<file path="config.mk">
export PLATFORM = sky130hd
export DESIGN_NAME = wb_master_ctrl
export DESIGN_NICKNAME = d
export VERILOG_FILES = /design/src/rtl/wb_master_ctrl.sv
export SDC_FILE = /design/constraint.sdc
export NUM_CORES = 1
export LEC_CHECK = 0
export BUFFER_PORTS_ARGS = -buffer_cell sky130_fd_sc_hd__clkbuf_2
export CAP_MARGIN = 20
export CORE_ASPECT_RATIO = 0.7
export CORE_UTILIZATION = 45
export CTS_BUF_LIST = sky130_fd_sc_hd__clkbuf_8 sky130_fd_sc_hd__clkbuf_16
export CTS_CLUSTER_DIAMETER = 80
export CTS_CLUSTER_SIZE = 10
export DETAILED_ROUTE_END_ITERATION = 10
export GPL_ROUTABILITY_DRIVEN = 0
export PLACE_DENSITY_LB_ADDON = 0.15
export SLEW_MARGIN = 20
export SYNTH_ARGS = -nofsm -noshare
export SYNTH_HDL_FRONTEND = slang
export SYNTH_SLANG_ARGS = --single-unit
</file>
<file path="constraint.sdc">
create_clock -name wb_clk_i -period 2.1 [get_ports wb_clk_i]
set_clock_uncertainty 0.1 [all_clocks]
set_input_delay 0.42 -clock wb_clk_i [delete_from_list [all_inputs] [get_ports wb_clk_i]]
set_output_delay 0.42 -clock wb_clk_i [all_outputs]
set_load 0.005 [all_outputs]
</file>
<file path="src/rtl/wb_master_ctrl.sv">
// wb_master_ctrl: single-outstanding Wishbone B4 pipelined master.
// Define WB_MASTER_TIMEOUT_EN to build the ack timeout / abort path.
module wb_master_ctrl #(
    parameter int ADDR_BITS    = 32,
    parameter int DATA_BITS    = 32,
    parameter int TIMEOUT      = 255,
    parameter int TIMEOUT_BITS = 8
) (
    input  logic                 wb_clk_i,
    input  logic                 wb_rst_i,
    input  logic                 cmd_valid_i,
    output logic                 cmd_ready_o,
    input  logic                 cmd_we_i,
    input  logic [ADDR_BITS-1:0] cmd_adr_i,
    input  logic [DATA_BITS-1:0] cmd_dat_i,
    output logic                 rsp_valid_o,
    input  logic                 rsp_ready_i,
    output logic [DATA_BITS-1:0] rsp_dat_o,
    output logic                 rsp_err_o,
    output logic                 wb_cyc_o,
    output logic                 wb_stb_o,
    output logic                 wb_we_o,
    output logic [ADDR_BITS-1:0] wb_adr_o,
    output logic [DATA_BITS-1:0] wb_dat_o,
    input  logic [DATA_BITS-1:0] wb_dat_i,
    input  logic                 wb_ack_i,
    input  logic                 wb_stall_i
);

    typedef enum logic [1:0] {
        IDLE,
        REQUEST,
        WAIT_ACK,
        RESPOND
    } state_e;

    state_e               state_q, state_d;
    logic                 cmd_ready_q, cmd_ready_d;
    logic                 rsp_valid_q, rsp_valid_d;
    logic [DATA_BITS-1:0] rsp_dat_q, rsp_dat_d;
    logic                 rsp_err_q, rsp_err_d;
    logic                 cyc_q, cyc_d;
    logic                 stb_q, stb_d;
    logic                 we_q, we_d;
    logic [ADDR_BITS-1:0] adr_q, adr_d;
    logic [DATA_BITS-1:0] dat_q, dat_d;
    logic                 expired;

    if (TIMEOUT < 2 || TIMEOUT >= (1 << TIMEOUT_BITS)) begin : g_bad_cfg
        $error("wb_master_ctrl: TIMEOUT must be >= 2 and below 2**TIMEOUT_BITS");
    end

`ifdef WB_MASTER_TIMEOUT_EN
    logic [TIMEOUT_BITS-1:0] tmo_q;

    // Count cycles the bus cycle has been open for the current command
    always_ff @(posedge wb_clk_i) begin
        if (wb_rst_i || state_q == IDLE) begin
            tmo_q <= '0;
        end else if (state_q == REQUEST || state_q == WAIT_ACK) begin
            tmo_q <= tmo_q + 1'b1;
        end
    end

    // Counter reaches TIMEOUT on this edge
    assign expired = (tmo_q == TIMEOUT_BITS'(TIMEOUT - 1));
`else
    assign expired = 1'b0;
`endif

    // State and registered outputs
    always_ff @(posedge wb_clk_i) begin
        if (wb_rst_i) begin
            state_q     <= IDLE;
            cmd_ready_q <= 1'b1;
            rsp_valid_q <= 1'b0;
            rsp_dat_q   <= '0;
            rsp_err_q   <= 1'b0;
            cyc_q       <= 1'b0;
            stb_q       <= 1'b0;
            we_q        <= 1'b0;
            adr_q       <= '0;
            dat_q       <= '0;
        end else begin
            state_q     <= state_d;
            cmd_ready_q <= cmd_ready_d;
            rsp_valid_q <= rsp_valid_d;
            rsp_dat_q   <= rsp_dat_d;
            rsp_err_q   <= rsp_err_d;
            cyc_q       <= cyc_d;
            stb_q       <= stb_d;
            we_q        <= we_d;
            adr_q       <= adr_d;
            dat_q       <= dat_d;
        end
    end

    // Next-state and next-output decode
    always_comb begin
        state_d     = state_q;
        cmd_ready_d = cmd_ready_q;
        rsp_valid_d = rsp_valid_q;
        rsp_dat_d   = rsp_dat_q;
        rsp_err_d   = rsp_err_q;
        cyc_d       = cyc_q;
        stb_d       = stb_q;
        we_d        = we_q;
        adr_d       = adr_q;
        dat_d       = dat_q;
        unique case (state_q)
            IDLE: begin
                if (cmd_valid_i && cmd_ready_q) begin
                    we_d        = cmd_we_i;
                    adr_d       = cmd_adr_i;
                    dat_d       = cmd_dat_i;
                    cmd_ready_d = 1'b0;
                    cyc_d       = 1'b1;
                    stb_d       = 1'b1;
                    state_d     = REQUEST;
                end
            end
            REQUEST: begin
                if (expired) begin
                    cyc_d       = 1'b0;
                    stb_d       = 1'b0;
                    rsp_err_d   = 1'b1;
                    rsp_dat_d   = '0;
                    rsp_valid_d = 1'b1;
                    state_d     = RESPOND;
                end else if (!wb_stall_i) begin
                    stb_d   = 1'b0;
                    state_d = WAIT_ACK;
                end
            end
            WAIT_ACK: begin
                if (wb_ack_i) begin
                    cyc_d       = 1'b0;
                    rsp_err_d   = 1'b0;
                    rsp_dat_d   = we_q ? '0 : wb_dat_i;
                    rsp_valid_d = 1'b1;
                    state_d     = RESPOND;
                end else if (expired) begin
                    cyc_d       = 1'b0;
                    rsp_err_d   = 1'b1;
                    rsp_dat_d   = '0;
                    rsp_valid_d = 1'b1;
                    state_d     = RESPOND;
                end
            end
            RESPOND: begin
                if (rsp_ready_i) begin
                    rsp_valid_d = 1'b0;
                    cmd_ready_d = 1'b1;
                    state_d     = IDLE;
                end
            end
            default: state_d = IDLE;
        endcase
    end

    assign cmd_ready_o = cmd_ready_q;
    assign rsp_valid_o = rsp_valid_q;
    assign rsp_dat_o   = rsp_dat_q;
    assign rsp_err_o   = rsp_err_q;
    assign wb_cyc_o    = cyc_q;
    assign wb_stb_o    = stb_q;
    assign wb_we_o     = we_q;
    assign wb_adr_o    = adr_q;
    assign wb_dat_o    = dat_q;

endmodule
</file>
# Word-level counts from Yosys, hierarchy flattened
# Index checks and enable logic that the tools add are counted.
dict set report op_classes {
  n_eq_ne 7
  reduce_logical 13
  mux 17
}
# cell n
set ops {}
lappend ops {{two-way mux 32 bit} 1}
lappend ops {{AND reduction 3 bit} 4}
lappend ops {{two-way mux 2 bit} 4}
lappend ops {{inequality test 2 bit, second input constant} 4}
lappend ops {{one-hot mux 1 bit (2 select lines)} 4}
lappend ops {{one-hot mux 2 bit (4 select lines)} 1}
lappend ops {{nonzero test 2 bit} 4}
lappend ops {{two-way mux 1 bit} 7}
lappend ops {{equality test 2 bit, second input constant} 2}
lappend ops {{AND reduction 2 bit} 2}
lappend ops {{AND reduction 4 bit} 1}
lappend ops {{equality test 2 x 1 -> 1 bit, second input constant} 1}
lappend ops {{logical NOT 2 bit} 1}
lappend ops {{logical AND 1 bit} 1}
dict set report totals {
  out_inout_bits 102
  wordCells 46
  in_bits 103
  register_bits 103
}

# Depth between registers and ports, before layout
dict set report logic_depth {
  depth_word 3
  mapped_depth 8
  depth_no_buf 5
}

# Least setup slack after synthesis
# OpenSTA, ideal clock, no wires.
dict set report synth_timing {
  path_type {flip-flop to flip-flop}
  from {register state_q[0]}
  to {register state_q[0]}
  stages_incl_launch_ff 7
  arrival_ns 1.422
  path_buffers 1
  path_slack_ns 0.506
  period_less_slack_ns 1.594
  setup_ns 0.072
  t_required_ns 1.928
  path_cell_list {dfxtp_1 > inv_1 > ha_1 > buf_4 > nor2b_4 > a2111oi_4 > mux2i_1}
}
dict set report synth_between {
  elab_chain_cells 3
  elab_cells_between_ends 10
  classes_between {eq/ne: 7; mux: 1; reduce/logical: 2}
}
# element line_no
set synth_rtl {}
lappend synth_rtl {{start: declaration} 37} ;# state_e state_q, state_d;
lappend synth_rtl {{start signal: assignment} 85} ;# state_q <= state_d;
lappend synth_rtl {{equality test 2 x 1 -> 1 bit, or another cell as far along} 110} ;# unique case (state_q)
lappend synth_rtl {{inequality test 2 bit (no line)} -}
lappend synth_rtl {{AND reduction 4 bit (no line)} -}
# Parallel ways exist; a longest one is shown, timed or not.
# A chain may end at the register's enable or synchronous reset.

# Worst setup path after layout
dict set report layout_timing {
  from {register state_q[0]}
  to {register dat_q[7], in the netlist wb_dat_o[7]}
}
dict set report layout_between {
  elab_chain_cells 2
}
# element line_no
set layout_rtl {}
lappend layout_rtl {{logical NOT 2 bit} 110}
lappend layout_rtl {{AND reduction 2 bit (no line)} -}
lappend layout_rtl {{end signal: assignment} 94} ;# dat_q <= dat_d;
lappend layout_rtl {{end: declaration} 46} ;# logic [DATA_BITS-1:0] dat_q, dat_d;
# No other way between the ends.

==> insert_results.sql <==
INSERT INTO impl_metrics (metric_group, metric, value, unit) VALUES
('floorplan', 'row_count', '28', ''),
('route', 'finalWirelength', '10400', 'um'),
('global_route', 'initial_antenna_violation_count', '0', ''),
('clock_tree', 'clk_pin_slew', '0.07', 'ns'),
('setup_path', 'cp.arrival', '1.95', 'ns'),
('global_route', 'first_global_vias', '3360', ''),
('setup_path', 'crit_required', '2.26', 'ns'),
('pwr', 'clock_power_share', '31.1', '%'),
('setup_path', 'cp.buffers_inverters', '2', ''),
('finish', 'layout.cell_area.non_filler', '0.00544', 'sq mm'),
('timing', 'clock.fmax', '560', 'MHz'),
('global_route', 'grt_start_max_net_pins', '65', ''),
('route', 'drtPass1Iterations', '4', ''),
('setup_path', 'critical_path.slowest_cell', 'sky130_fd_sc_hd__dfxtp_1', ''),
('finish', 'ant_diodes', '0', ''),
('placement', 'port_buffers', '203', ''),
('synthesis', 'synth_adder_area_share', '1.54', '%'),
('clock_tree', 'insertion_delay', '0.33', 'ns'),
('timing', 'report.final.setup_viol', '0', ''),
('clock_tree', 'holdBufCountCts', '0', ''),
('synthesis', 'synthesis.area', '0.00407', 'sq mm'),
('route', 'detail-route-antenna-nets', '0', ''),
('pwr', 'power_density', '1130', 'mW/mm^2'),
('finish', 'layout-drive-gt1-share', '37.8', '%'),
('clock_tree', 'cts_setup_buffers', '0', ''),
('route', 'num_vias', '3854', ''),
('synthesis', 'synth_top_family_by_area', 'simple AND/OR/NAND/NOR gates', ''),
('synthesis', 'synth_mux_area_share', '0.738', '%'),
('run', 'timing.max_cap.violations', '0', ''),
('timing', 'final.setup.tns', '0', 'ns'),
('synthesis', 'ys.flop_type', 'sky130_fd_sc_hd__dfxtp_1', ''),
('clock_tree', 'cts_tree', 'done', ''),
('floorplan', 'initial_utilization', '47.2', '%'),
('placement', 'dpl.hpwl', '7160', 'um'),
('synthesis', 'async_reset_ff_share', '0', '%'),
('finish', 'design.final.nets', '765', ''),
('pwr', 'power_report.internal_total', '4.25', 'mW'),
('floorplan', 'floorplan.die.height', '81.6', 'um'),
('floorplan', 'die_width', '116', 'um'),
('status', 'status', 'complete, no violations', ''),
('clock_tree', 'numCtsBuffers', '9', ''),
('setup_path', 'critPathLaunchType', 'flip-flop', ''),
('pwr', 'vdd.ir_drop.worst', '0.587', 'mV'),
('synthesis', 'ys_seq_area_share', '50.6', '%'),
('synthesis', 'netlist_instances', '475', ''),
('timing', 'fin_crit_sh', '85.1', '%'),
('finish', 'filler_cell_count', '780', ''),
('finish', 'most-common-layout-cells', 'sky130_fd_sc_hd__clkbuf_2 (202), sky130_fd_sc_hd__nand2_1 (164), sky130_fd_sc_hd__dfxtp_1 (103)', ''),
('floorplan', 'area_enclosed_by_the_die_boundary', '0.00944', 'sq mm'),
('clock_tree', 'clock_sinks', '103', ''),
('timing', 'min_period', '1.79', 'ns'),
('pwr', 'total_switching_power', '1.90', 'mW'),
('floorplan', 'fp.coreArea', '0.00862', 'sq mm'),
('timing', 'rsz0062_at_grt', 'false', ''),
('global_route', 'grt.overflow.total', '0', ''),
('placement', 'placement.cell_area', '0.00510', 'sq mm'),
('synthesis', 'ys_seq_elements', '103', ''),
('synthesis', 'ys.warnings.count', '0', ''),
('pwr', 'pwr-share-comb', '28.4', '%'),
('synthesis', 'synth_compound_gate_area_share', '16.0', '%'),
('setup_path', 'critPathKind', 'reg -> reg', ''),
('setup_path', 'critPathTopFamily', 'buffers and inverters', ''),
('clock_tree', 'ctsRootBufferMaster', 'sky130_fd_sc_hd__clkbuf_16', ''),
('clock_tree', 'postCtsResizedCells', '0', ''),
('timing', 'final-max-slew-violation-count', '0', ''),
('route', 'detailedRoute.firstIterationViolations', '246', ''),
('route', 'route.detailed.drc', '0', ''),
('pwr', 'power.share.sequential', '40.6', '%'),
('synthesis', 'post_synth_and_or_nand_nor_area_fraction', '24.5', '%'),
('synthesis', 'syn-mean-instance-area', '8.57', 'sq um'),
('route', 'route.detailed.wl_per_inst', '13.3', 'um');
area by class of cell:
cell class / instances / area (sq um) / share of cell area, %
Multi-Input combinational cell: 328 / 1750 / 32.1
Clock buffer: 11 / 253 / 4.64
Sequential cell: 103 / 2060 / 37.9
Timing Repair Buffer: 212 / 1120 / 20.6
Inverter: 3 / 11.3 / 0.207
Clock inverter: 4 / 93.8 / 1.72
Tap cell: 120 / 150 / 2.76
metrics by stage:
stage / util, % / cells / setup slack [ns]
floorplan: - / 475 / 0.506
global placement: 59.1 / 766 / 0.415
detailed placement: 59.1 / 766 / 0.317
CTS: 63.2 / 781 / 0.313
global route: 63.2 / 781 / 0.187
finish: 63.2 / 781 / 0.313
cells in the mapped netlist (5+ instances only):
master                       n  area, sq um
sky130_fd_sc_hd__a21oi_1    81          405
sky130_fd_sc_hd__a21oi_2    19          166
sky130_fd_sc_hd__nand2_1   164          616
sky130_fd_sc_hd__buf_2      13         65.1
sky130_fd_sc_hd__ha_1        5         62.6
sky130_fd_sc_hd__buf_8       5         75.1
sky130_fd_sc_hd__dfxtp_1   103         2060
sky130_fd_sc_hd__clkbuf_1   17         63.8
sky130_fd_sc_hd__nand4b_1   32          280
final timing paths:
| path | startpoint | cells past startpoint | to |
|---|---|---|---|
| setup reg to reg | state_q[0]$_SDFFE_PP0P_ | 6 | wb_dat_o[7]$_SDFFE_PP0P_ |
| setup / recovery | state_q[0]$_SDFFE_PP0P_ | 6 | wb_dat_o[7]$_SDFFE_PP0P_ |
| hold / removal | cmd_dat_i[25] | 3 | wb_dat_o[25]$_SDFFE_PP0P_ |
| hold reg to reg | rsp_dat_o[16]$_SDFFE_PP0P_ | 2 | rsp_dat_o[16]$_SDFFE_PP0P_ |
flip-flops by register name (all words and copies together), names as in the netlist:
name and cells:
wb_adr_o 32, state_q 2, rsp_valid_o 1, wb_we_o 1, wb_stb_o 1, wb_cyc_o 1
rsp_dat_o 32, cmd_ready_o 1, wb_dat_o 32
worst register-to-register path, stage by stage (launching register included):
cell and delay, ns:
sky130_fd_sc_hd__dfxtp_1 0.35, sky130_fd_sc_hd__inv_1 0.10, sky130_fd_sc_hd__ha_1 0.33, sky130_fd_sc_hd__and3_4 0.24
sky130_fd_sc_hd__buf_4 0.32, sky130_fd_sc_hd__nand2_1 0.12, sky130_fd_sc_hd__a21oi_1 0.15
kinds of logic (layout without fill, tap and decap cells):
family	after synthesis	count (layout)
AOI/OAI and AO/OA	109	109
and+or+nand+nor	210	210
muxes	3	3
DFF	103	103
adders and majority gates	5	5
buffers and inverters	44	230
other	1	1
routing by layer:
layer  share of wire, %  up-vias  track usage [%]  wire length (um)
li1                   -     1949                -                 -
met2                 48      109             35.9              4980
met5                  0        -                0                 0
met4                1.2        0             6.15               130
met3                6.0       13             6.35               619
met1                 45     1783             25.9              4670
power groups by stage:
stage               clock (mW)  combinational, mW  sequential [mW]
floorplan                    0               1.21             2.54
global placement             0               1.71             2.52
detailed placement           0               1.75             2.54
CTS                       1.95               1.76             2.50
global route              2.03               1.95             2.54
finish                    1.91               1.74             2.49
Note: power is estimated with default switching activity, not from simulation.
